==> src/rtl/exp4_unidade_controle_if.sv <==
// Control/status bundle between the sequence-game control unit and its datapath.
// The control unit holds the master side; the datapath or a bench holds the slave side.
interface exp4_unidade_controle_if;
    logic       iniciar;
    logic       jogada;
    logic       chavesIgualMemoria;
    logic       fimC;
    logic       zeraC;
    logic       contaC;
    logic       zeraR;
    logic       registraR;
    logic       pronto;
    logic       acertou;
    logic       errou;
    logic       timeout;
    logic [3:0] db_estado;

    modport master (
        input  iniciar, jogada, chavesIgualMemoria, fimC,
        output zeraC, contaC, zeraR, registraR,
        output pronto, acertou, errou, timeout, db_estado
    );

    modport slave (
        output iniciar, jogada, chavesIgualMemoria, fimC,
        input  zeraC, contaC, zeraR, registraR,
        input  pronto, acertou, errou, timeout, db_estado
    );
endinterface

==> src/rtl/exp4_unidade_controle.sv <==
// Moore control unit for the sequence-check game: one move per address,
// edge-detected jogada, per-move timeout in ESPERA.
//
// state       | meaning
// INICIAL     | idle after reset, waiting for iniciar
// PREPARA     | clear address counter and chaves register
// ESPERA      | wait for a jogada edge, timeout counter running
// REGISTRA    | load chaves register
// COMPARA     | evaluate chaves against memory
// PROXIMO     | advance address counter
// FIM_ACERTO  | whole sequence matched
// FIM_TIMEOUT | player took too long
// FIM_ERRO    | move mismatched
module exp4_unidade_controle #(
    parameter int TIMEOUT_CYCLES = 5000,
    parameter int TW             = 13
) (
    input  logic                    clock,
    input  logic                    reset,
    exp4_unidade_controle_if.master bus
);

    typedef enum logic [3:0] {
        INICIAL     = 4'h0,
        PREPARA     = 4'h1,
        ESPERA      = 4'h2,
        REGISTRA    = 4'h3,
        COMPARA     = 4'h4,
        PROXIMO     = 4'h5,
        FIM_ACERTO  = 4'hA,
        FIM_TIMEOUT = 4'hD,
        FIM_ERRO    = 4'hE
    } state_t;

    state_t          r_state;
    state_t          w_next;
    logic            r_jog_prev;
    logic [TW-1:0]   r_tmo_cnt;
    logic            w_jog_pulse;
    logic            w_tmo_expired;

    assign w_jog_pulse   = bus.jogada & ~r_jog_prev;
    assign w_tmo_expired = (r_tmo_cnt == TW'(TIMEOUT_CYCLES - 1));

    always_ff @(posedge clock or posedge reset) begin
        if (reset) begin
            r_state    <= INICIAL;
            r_jog_prev <= 1'b0;
            r_tmo_cnt  <= '0;
        end else begin
            r_state    <= w_next;
            r_jog_prev <= bus.jogada;
            // Counts only while waiting, so each ESPERA visit starts from zero.
            if (r_state == ESPERA)
                r_tmo_cnt <= r_tmo_cnt + TW'(1);
            else
                r_tmo_cnt <= '0;
        end
    end

    always_comb begin
        w_next = INICIAL;
        case (r_state)
            INICIAL:     w_next = bus.iniciar ? PREPARA : INICIAL;
            PREPARA:     w_next = ESPERA;
            ESPERA: begin
                if (w_jog_pulse)
                    w_next = REGISTRA;
                else if (w_tmo_expired)
                    w_next = FIM_TIMEOUT;
                else
                    w_next = ESPERA;
            end
            REGISTRA:    w_next = COMPARA;
            COMPARA: begin
                if (!bus.chavesIgualMemoria)
                    w_next = FIM_ERRO;
                else if (bus.fimC)
                    w_next = FIM_ACERTO;
                else
                    w_next = PROXIMO;
            end
            PROXIMO:     w_next = ESPERA;
            FIM_ACERTO,
            FIM_TIMEOUT,
            FIM_ERRO:    w_next = bus.iniciar ? PREPARA : r_state;
            default:     w_next = INICIAL;
        endcase
    end

    always_comb begin
        bus.zeraC     = (r_state == PREPARA);
        bus.zeraR     = (r_state == PREPARA);
        bus.registraR = (r_state == REGISTRA);
        bus.contaC    = (r_state == PROXIMO);
        bus.pronto    = (r_state == FIM_ACERTO) || (r_state == FIM_ERRO) ||
                        (r_state == FIM_TIMEOUT);
        bus.acertou   = (r_state == FIM_ACERTO);
        bus.errou     = (r_state == FIM_ERRO) || (r_state == FIM_TIMEOUT);
        bus.timeout   = (r_state == FIM_TIMEOUT);
        bus.db_estado = r_state;
    end

endmodule

==> src/flat_wrapper.sv <==
// flat-port wrapper written by rule: the top's interface ports become plain ports
module exp4_unidade_controle_flat 
#(
    parameter int TIMEOUT_CYCLES = 5000,
    parameter int TW             = 13
)
  (clock, reset, bus_iniciar, bus_jogada, bus_chavesIgualMemoria, bus_fimC, bus_zeraC, bus_contaC, bus_zeraR, bus_registraR, bus_pronto, bus_acertou, bus_errou, bus_timeout, bus_db_estado);
  exp4_unidade_controle_if bus_i ();
  input  logic clock;
  input  logic reset;
  input wire logic [$bits(bus_i.iniciar)-1:0] bus_iniciar;
  input wire logic [$bits(bus_i.jogada)-1:0] bus_jogada;
  input wire logic [$bits(bus_i.chavesIgualMemoria)-1:0] bus_chavesIgualMemoria;
  input wire logic [$bits(bus_i.fimC)-1:0] bus_fimC;
  output wire logic [$bits(bus_i.zeraC)-1:0] bus_zeraC;
  output wire logic [$bits(bus_i.contaC)-1:0] bus_contaC;
  output wire logic [$bits(bus_i.zeraR)-1:0] bus_zeraR;
  output wire logic [$bits(bus_i.registraR)-1:0] bus_registraR;
  output wire logic [$bits(bus_i.pronto)-1:0] bus_pronto;
  output wire logic [$bits(bus_i.acertou)-1:0] bus_acertou;
  output wire logic [$bits(bus_i.errou)-1:0] bus_errou;
  output wire logic [$bits(bus_i.timeout)-1:0] bus_timeout;
  output wire logic [$bits(bus_i.db_estado)-1:0] bus_db_estado;
  assign bus_i.iniciar = bus_iniciar;
  assign bus_i.jogada = bus_jogada;
  assign bus_i.chavesIgualMemoria = bus_chavesIgualMemoria;
  assign bus_i.fimC = bus_fimC;
  assign bus_zeraC = bus_i.zeraC;
  assign bus_contaC = bus_i.contaC;
  assign bus_zeraR = bus_i.zeraR;
  assign bus_registraR = bus_i.registraR;
  assign bus_pronto = bus_i.pronto;
  assign bus_acertou = bus_i.acertou;
  assign bus_errou = bus_i.errou;
  assign bus_timeout = bus_i.timeout;
  assign bus_db_estado = bus_i.db_estado;
  exp4_unidade_controle #(.TIMEOUT_CYCLES(TIMEOUT_CYCLES), .TW(TW)) u_core (.clock(clock), .reset(reset), .bus(bus_i));
endmodule
==> config.mk <==
export PLATFORM = sky130hd
export DESIGN_NAME = exp4_unidade_controle_flat
export DESIGN_NICKNAME = d
export VERILOG_FILES = /design/src/rtl/exp4_unidade_controle_if.sv /design/src/rtl/exp4_unidade_controle.sv /design/src/flat_wrapper.sv
export SDC_FILE = /design/constraint.sdc
export NUM_CORES = 1
export LEC_CHECK = 0
export CAP_MARGIN = 0
export CORE_ASPECT_RATIO = 0.6
export CORE_MARGIN = 3
export CORE_UTILIZATION = 25
export CTS_CLUSTER_SIZE = 14
export DETAILED_ROUTE_END_ITERATION = 8
export PLACE_DENSITY_LB_ADDON = 0.12
export SLEW_MARGIN = 20
export SYNTH_ARGS = -nofsm -noshare
export SYNTH_HDL_FRONTEND = slang
export SYNTH_SLANG_ARGS = --single-unit
==> constraint.sdc <==
create_clock -name clock -period 4.4 [get_ports clock]
set_input_delay 0.88 -clock clock [delete_from_list [all_inputs] [get_ports clock]]
set_output_delay 0.88 -clock clock [all_outputs]
set_load 0.02 [all_outputs]
==> run_results.csv, run 1 <==
group,metric,value,unit
global_route,grt_antenna_before_repair,0,
detailed_routing,initialDrtViolationCount,90,
clock_tree,clk_pin_slew,70,ps
synth,synth_top_area_share,44.2,%
sta,max_slew.worst_pin.slew,718,ps
final_layout,drive_gt1_share,8.66,%
synth,synth.area.top_cells,"dfrtp_1, xnor2_1, nor2_1",
floorplan,die-area,4900,um^2
global_route,first_global_vias,790,
synth,yosys.area_share.simple,31.2,%
synth,synth_area,1020,um^2
worst_setup_path,cpLargestDelayFamily,"buffers and inverters",
global_route,grt_max_degree,19,
worst_setup_path,slowest_stage,"clkdlybuf4s50_1",
final_layout,area_delta_synth_final,23.1,%
sta,max_freq,368,MHz
detailed_routing,route.detailed.drc,0,
worst_setup_path,critPathKind,"flip-flop to primary output",
sta,skew,2.65,ps
detailed_routing,vias_per_cell,4.66,
final_layout,final_core_util,33.1,%
sta,whs,491,ps
synth,ys_seq_area_share,44.2,%
final_layout,diodes,0,
worst_setup_path,slowest_delay,600,ps
synth,synthArstFlopShare,100,%
clock_tree,cts_setup_buffers,0,
global_route,overflow,0,
clock_tree,cts_hold_buf,0,
outcome,status,"completed",
clock_tree,cts_max_path_buffers,2,
global_route,track_usage,10.2,%
placed_design,place_inst,171,
clock_tree,cts_resized,0,
final_layout,layout.cells.non_filler,174,
synth,synth_warnings,0,
synth,syn_nets,119,
detailed_routing,antenna_left,0,
final_layout,layout_commonest_cell,"dfrtp_1",
worst_setup_path,path_buf_inv,1,
placed_design,hpwl,1660,um
synth,synth_top_family_by_area,"simple AND/OR/NAND/NOR gates",
clock_tree,htreeDepth,1,
floorplan,rows,17,
min_path,hold_class,"flip-flop to flip-flop",
detailed_routing,via_count,810,
placed_design,gp_congestion,0.781,
detailed_routing,routed_wl,2210,um
worst_setup_path,arrival,1840,ps
clock_tree,tritoncts,"built",
synth,synth_xor_area_share,8.60,%
synth,yosys.area.top_type,"dfrtp_1",
synth,synth_flop_cell,"dfrtp_1",
clock_tree,cts.sinks,18,
floorplan,ios,18,
synth,synthAdderAreaFrac,1.23,%
global_route,grt_pass1_wl,3970,um
floorplan,die_h,55.4,um
floorplan,die_w,88.4,um
sta,slew_viol_final,0,
worst_setup_path,worstPathMaxFanout,11,
worst_setup_path,cp_cell_sequence,"nor2_1 > and3_1 > clkdlybuf4s50_1",
final_layout,nets,136,
sta,grt_setup_unrepaired,"false",
synth,yosys.cell_types.count,35,
sta,hold_viol_final,0,
detailed_routing,first_pass_iters,4,
synth,synthCells,112,
worst_setup_path,start_kind,"flip-flop",
synth,ys_ff_latch,18,
floorplan,core_area,3790,um^2
worst_setup_path,crit_required,3520,ps
clock_tree,cts_root_buf,"clkbuf_8",
final_layout,final_cell_mix,"dfrtp_1, nor2_1, clkdlybuf4s50_1, xnor2_1",
sta,fin_crit,2720,ps
synth,synth-compound-area-share,9.46,%
sta,max_slew_margin,52.1,%
min_path,hold_path_depth,1,
sta,setup_viol,0,
worst_setup_path,crit_path_end_kind,"primary output",
worst_setup_path,cp.depth,3,
worst_setup_path,r2r_cells,4,
job,cap_violations,0,
power_and_ir_drop,power_per_cell_area,467,nW/um^2
power_and_ir_drop,ir_drop,0.000236,V
clock_tree,clk_latency,250,ps
synth,synth_mux_area_share,0,%
floorplan,start_util,26.9,%
detailed_routing,wl_per_cell,12.7,um
power_and_ir_drop,power_leakage,0.000466,uW
clock_tree,cts_buffers,3,
power_and_ir_drop,power,586,uW
sta,fin_crit_sh,61.8,%
synth,synth_edf_count,0,
sta,totalNegativeSetupSlack,0,ps
synth,syn_area_per_cell,9.09,um^2
placed_design,numPortBuffers,17,
-- routing by layer --
metal	GRT usage, %	part of all wire [%]
met1	16.8	57
met2	12.2	37
met3	4.17	5.8
met4	1.29	0
met5	0	0
-- synthesized netlist by cell type (2+ instances only) --
library cell and n:
dfrtp_1 18, o311ai_1 2, xor2_1 2, a21oi_1 5, inv_1 5, nand4_1 3
buf_4 2, nand3_1 5, nand3b_1 2, and3_1 2, nand2b_1 5, nor3_1 7
o21ai_0 3, nor2_1 17, xnor2_1 8, nand2_1 7
-- state kept, by name, indices dropped and copies added, names as in the netlist --
signal                count
u_core.bus.db_estado      4
u_core.r_jog_prev         1
u_core.r_tmo_cnt         13
-- cell type report --
| class | count | area, um^2 |
|---|---|---|
| well taps | 47 | 58.8 |
| clock buffers | 3 | 41.3 |
| multi-input cells | 84 | 514 |
| repair buffers | 17 | 170 |
| inverters | 5 | 18.8 |
| flip-flops and latches | 18 | 450 |
| fillers | 391 | 2530 |
-- power by group --
group	internal, uW	switching, uW	total (uW)
clock network	60.8	54.4	115
registers	188	47.0	235
logic	103	132	236
-- per-stage QoR --
stage	cell area (um^2)	setup WS, ps
2_1_floorplan	1020	2020
6_report	1250	1680
3_3_place_gp	1210	1940
3_5_place_dp	1210	1950
4_1_cts	1250	1670
5_1_grt	1250	1540
-- path summary, 6_finish.rpt --
kind / from / end / slack (ps)
min in group asynchronous: reset / u_core.bus.db_estado[3]$_DFFE_PP0P_ / 1050
max: u_core.bus.db_estado[3]$_DFFE_PP0P_ / bus_registraR / 1680
min reg2reg: u_core.r_tmo_cnt[0]$_DFF_PP0_ / u_core.r_tmo_cnt[0]$_DFF_PP0_ / 490
min: u_core.r_tmo_cnt[0]$_DFF_PP0_ / u_core.r_tmo_cnt[0]$_DFF_PP0_ / 490
max reg2reg: u_core.r_tmo_cnt[3]$_DFF_PP0_ / u_core.bus.db_estado[2]$_DFFE_PP0P_ / 2660
max in group asynchronous: reset / u_core.bus.db_estado[1]$_DFFE_PP0P_ / 2900
-- logic make-up (layout without fill, tap and decap cells) --
group | Yosys count | in the layout
flops | 18 | 18
simple gates | 58 | 58
buf+inv | 10 | 25
fa+ha+maj | 1 | 1
xor+xnor | 10 | 10
compound gates | 15 | 15
Power figures use the tool's default switching activity.
==> run 2, diff against run 1 <==
==> constraint.sdc (replaced) <==
create_clock -name clock -period 2.8 [get_ports clock]
set_input_delay 0.56 -clock clock [delete_from_list [all_inputs] [get_ports clock]]
set_output_delay 0.56 -clock clock [all_outputs]
set_load 0.02 [all_outputs]
==> run 2 against run 1 <==
Sequential power rose by 57%. Setup slack got worse by 1300 ps. Non-clock buffer count did not move. Critical endpoint is now bus_zeraC. Largest cell class unchanged.
==> run_results.csv, run 2 (synthesized netlist as in run 1, its figures left out) <==
group,metric,value,unit
global_route,overflow,0,
final_layout,area_delta_synth_final,23.1,%
sta,max_freq,417,MHz
clock_tree,tritoncts,"built",
min_path,hold_class,"flip-flop to flip-flop",
global_route,grt_max_degree,19,
job,cap_violations,0,
detailed_routing,route.detailed.drc,0,
sta,fin_crit,2400,ps
floorplan,die_h,55.4,um
clock_tree,cts_max_path_buffers,2,
clock_tree,clk_latency,250,ps
detailed_routing,first_pass_iters,5,
clock_tree,cts_buffers,3,
final_layout,drive_gt1_share,8.66,%
final_layout,largest_register,"u_core.r_tmo_cnt",
global_route,grt_pass1_wl,3800,um
final_layout,num-fill-cells,408,
sta,hold_viol_final,0,
final_layout,layout_commonest_cell,"dfrtp_1",
outcome,status,"completed",
final_layout,nets,136,
clock_tree,htreeDepth,1,
worst_setup_path,critPathKind,"flip-flop to primary output",
final_layout,final_core_util,33.1,%
floorplan,ios,18,
worst_setup_path,worstPathMaxFanout,11,
clock_tree,cts_root_buf,"clkbuf_8",
sta,max_slew.worst_pin.slew,698,ps
placed_design,gp_congestion,0.781,
floorplan,die-area,4900,um^2
detailed_routing,routed_wl,2210,um
worst_setup_path,start_kind,"flip-flop",
sta,setup_viol,0,
final_layout,largest_reg_flops,13,
floorplan,die_w,88.4,um
sta,max_slew_margin,53.4,%
detailed_routing,antenna_left,0,
global_route,track_usage,9.75,%
worst_setup_path,arrival,1840,ps
worst_setup_path,crit_path_end_kind,"primary output",
final_layout,regArea,450,um^2
floorplan,start_util,26.9,%
final_layout,multi_input_area,514,um^2
sta,totalNegativeSetupSlack,0,ps
sta,fin_crit_sh,85.7,%
power_and_ir_drop,power_leakage,0.000466,uW
clock_tree,cts_hold_buf,0,
detailed_routing,initialDrtViolationCount,73,
clock_tree,clk_pin_slew,60,ps
detailed_routing,via_count,817,
placed_design,numPortBuffers,17,
final_layout,final_cell_mix,"dfrtp_1, nor2_1, clkdlybuf4s50_1, xnor2_1",
sta,grt_setup_unrepaired,"false",
global_route,grt_antenna_before_repair,0,
worst_setup_path,crit_required,2240,ps
clock_tree,cts_resized,0,
power_and_ir_drop,ir_drop,0.000298,V
global_route,first_global_vias,779,
power_and_ir_drop,power_per_cell_area,729,nW/um^2
sta,slew_viol_final,0,
detailed_routing,wl_per_cell,12.7,um
final_layout,diodes,0,
floorplan,rows,17,
detailed_routing,vias_per_cell,4.70,
floorplan,core_area,3790,um^2
clock_tree,cts.sinks,18,
placed_design,hpwl,1680,um
sta,skew,1.17,ps
clock_tree,cts_setup_buffers,0,
-- run 2: power by group --
| part | internal [uW] | switching (uW) |
|---|---|---|
| logic | 162 | 207 |
| registers | 296 | 73.0 |
| clock network | 95.4 | 80.4 |
| total | 553 | 361 |
-- run 2: critical path, stage by stage, from the launching register on --
cell,delay (ps)
dfrtp_1,480
nand2b_1,250
nor3_1,220
clkdlybuf4s50_1,650
-- run 2: per-layer routing --
metal	GRT usage (%)	share of wire (%)	vias up
li1	-	-	420
met1	15.8	56	382
met2	11.9	38	15
met3	3.87	5.7	0
met4	1.29	0	0
met5	0	0	-
-- run 2: per-stage QoR --
step                std cells  worst slack (ps)  hold WS, ps  power [uW]  cell area [um^2]
detailed placement        171               667          486         746              1210
floorplan                 112               736          455         618              1020
global placement          171               661          483         751              1210
global route              174               273          514         983              1250
finish                    174               400          489         914              1250
CTS                       174               382          495         929              1250
-- run 2: cell type report --
cell class                 instances  area share, %
clock buffer                       3           3.29
sequential                        18           35.9
tap                               47           4.69
timing repair buffer              17           13.6
multi-input combinational         84           41.0
inverter                           5           1.50
-- run 2: final timing paths --
kind,startpoint,endpoint,slack (ps),cells past startpoint
max,u_core.bus.db_estado[1]$_DFFE_PP0P_,bus_zeraC,400,3
min,u_core.r_tmo_cnt[0]$_DFF_PP0_,u_core.r_tmo_cnt[0]$_DFF_PP0_,490,1
max reg2reg,u_core.r_tmo_cnt[3]$_DFF_PP0_,u_core.bus.db_estado[2]$_DFFE_PP0P_,1030,4
min reg2reg,u_core.r_tmo_cnt[0]$_DFF_PP0_,u_core.r_tmo_cnt[0]$_DFF_PP0_,490,1
max in group asynchronous,reset,u_core.bus.db_estado[0]$_DFFE_PP0P_,1630,2
min in group asynchronous,reset,u_core.bus.db_estado[2]$_DFFE_PP0P_,720,2
==> run 3, diff against run 2 <==
--- a/config.mk
+++ b/config.mk
@@ -6,6 +6,8 @@
 export NUM_CORES = 1
 export LEC_CHECK = 0
 export CAP_MARGIN = 0
+export CELL_PAD_IN_SITES_DETAIL_PLACEMENT = 1
+export CELL_PAD_IN_SITES_GLOBAL_PLACEMENT = 2
 export CORE_ASPECT_RATIO = 0.6
 export CORE_MARGIN = 3
 export CORE_UTILIZATION = 25
==> run 3 against run 2 <==
Largest cell class unchanged. Cell count up 0.57%. Cell area grew 0.60%. Highest routed layer unchanged. Sequential power increased by 1%. Largest power group unchanged. Critical path depth increased by 1. Combinational power is 7.0% higher. Critical endpoint is now bus_acertou. Global-route usage grew 1.8 points.
==> run_results.csv, run 3 (synthesized netlist as in run 1, its figures left out) <==
group,metric,value,unit
sta,grt_setup_unrepaired,"false",
job,cap_violations,0,
sta,max_slew_margin,52.8,%
worst_setup_path,critPathKind,"flip-flop to primary output",
final_layout,layout_commonest_cell,"dfrtp_1",
worst_setup_path,worstPathMaxFanout,11,
power_and_ir_drop,ir_drop,0.000234,V
power_and_ir_drop,power_per_cell_area,753,nW/um^2
global_route,first_global_vias,852,
detailed_routing,initialDrtViolationCount,26,
final_layout,final_cell_mix,"dfrtp_1, nor2_1, clkdlybuf4s50_1, xnor2_1",
final_layout,largest_register,"u_core.r_tmo_cnt",
placed_design,post_dp_cell_area,1220,um^2
detailed_routing,wl_per_cell,15.2,um
global_route,grt_antenna_before_repair,0,
worst_setup_path,start_kind,"flip-flop",
power_and_ir_drop,power_leakage,0.000470,uW
sta,fin_crit_sh,87.0,%
placed_design,hpwl,2010,um
final_layout,regArea,450,um^2
detailed_routing,antenna_left,0,
min_path,hold_class,"flip-flop to flip-flop",
power_and_ir_drop,p_comb_share,41.6,%
detailed_routing,routed_wl,2670,um
final_layout,nets,137,
floorplan,die_w,88.4,um
clock_tree,cts_resized,0,
final_layout,largest_reg_flops,13,
outcome,status,"completed",
floorplan,ios,18,
placed_design,dp_slack,643,ps
global_route,grt_pass1_wl,4390,um
placed_design,gp_congestion,0.751,
sta,hold_viol_final,0,
worst_setup_path,crit_required,2240,ps
detailed_routing,vias_per_cell,4.84,
sta,fin_ws,364,ps
final_layout,fin_area,1260,um^2
sta,skew,1.30,ps
sta,fin_crit,2440,ps
sta,slew_viol_final,0,
sta,setup_viol,0,
final_layout,num-fill-cells,461,
power_and_ir_drop,swShare,40.5,%
clock_tree,cts_hold_buf,0,
power_and_ir_drop,internal-power,565,uW
worst_setup_path,crit_path_end_kind,"primary output",
clock_tree,tritoncts,"built",
floorplan,rows,17,
detailed_routing,route.detailed.drc,0,
sta,max_slew.worst_pin.slew,707,ps
final_layout,multi_input_area,514,um^2
final_layout,area_delta_synth_final,23.8,%
clock_tree,clk_pin_slew,70,ps
clock_tree,cts_max_path_buffers,2,
clock_tree,htreeDepth,1,
worst_setup_path,arrival,1880,ps
detailed_routing,first_pass_iters,4,
final_layout,diodes,0,
clock_tree,cts_root_buf,"clkbuf_8",
floorplan,die_h,55.4,um
global_route,track_usage,11.6,%
power_and_ir_drop,p_clk_share,19.1,%
clock_tree,cts.sinks,18,
global_route,overflow,0,
detailed_routing,via_count,847,
clock_tree,cts_setup_buffers,0,
floorplan,core_area,3790,um^2
power_and_ir_drop,switching_power,385,uW
floorplan,die-area,4900,um^2
floorplan,start_util,26.9,%
worst_setup_path,r2r_slack,1030,ps
sta,totalNegativeSetupSlack,0,ps
sta,max_freq,410,MHz
global_route,grt_max_degree,19,
placed_design,numPortBuffers,17,
power_and_ir_drop,pwr-share-seq,39.3,%
final_layout,drive_gt1_share,9.38,%
clock_tree,cts_buffers,3,
clock_tree,clk_latency,250,ps
[run 3: path summary, 6_finish.rpt]
check                           cells after the start                                  end                           startpoint
worst max-delay path                                4                          bus_acertou  u_core.bus.db_estado[0]$_DFFE_PP0P_
worst min-delay path                                1        u_core.r_tmo_cnt[0]$_DFF_PP0_        u_core.r_tmo_cnt[0]$_DFF_PP0_
worst max register to register                      4  u_core.bus.db_estado[2]$_DFFE_PP0P_        u_core.r_tmo_cnt[3]$_DFF_PP0_
worst min register to register                      1        u_core.r_tmo_cnt[0]$_DFF_PP0_        u_core.r_tmo_cnt[0]$_DFF_PP0_
max in group asynchronous                           2       u_core.r_tmo_cnt[10]$_DFF_PP0_                                reset
min in group asynchronous                           2        u_core.r_tmo_cnt[6]$_DFF_PP0_                                reset
[run 3: through the flow]
step	utilization [%]	std cells	hold WS, ps	power [uW]
after floorplan	-	112	455	618
final	33.3	175	494	950
after global routing	33.3	175	545	1010
after detailed placement	32.2	172	488	779
after global placement	32.2	172	486	787
after CTS	33.3	175	497	962
[run 3: cell type report]
type,count,share of cell area (%)
repair buffers,18,14.1
clock buffers,3,3.27
well taps,47,4.66
inverters,5,1.49
multi-input cells,84,40.8
flip-flops and latches,18,35.7
[run 3: layer usage]
metal,up-vias,wire length (um),global-route usage (%)
met5,-,0,0
met4,0,0,1.29
met3,0,108,4.17
met2,17,931,13.3
met1,412,1630,19.9
li1,418,-,-
[run 3: power by group through the flow]
stage          Sequential (uW)  Clock, uW  Combinational (uW)
2_1_floorplan              360          0                 258
3_3_place_gp               375          0                 412
3_5_place_dp               377          0                 402
4_1_cts                    372        187                 403
5_1_grt                    383        197                 434
6_report                   373        181                 396
[run 3: worst max-delay path: stages, from the launching register on]
cell and delay (ps):
dfrtp_1 510, and2b_2 320, nand2_1 70, nor2_1 110
clkdlybuf4s50_1 620
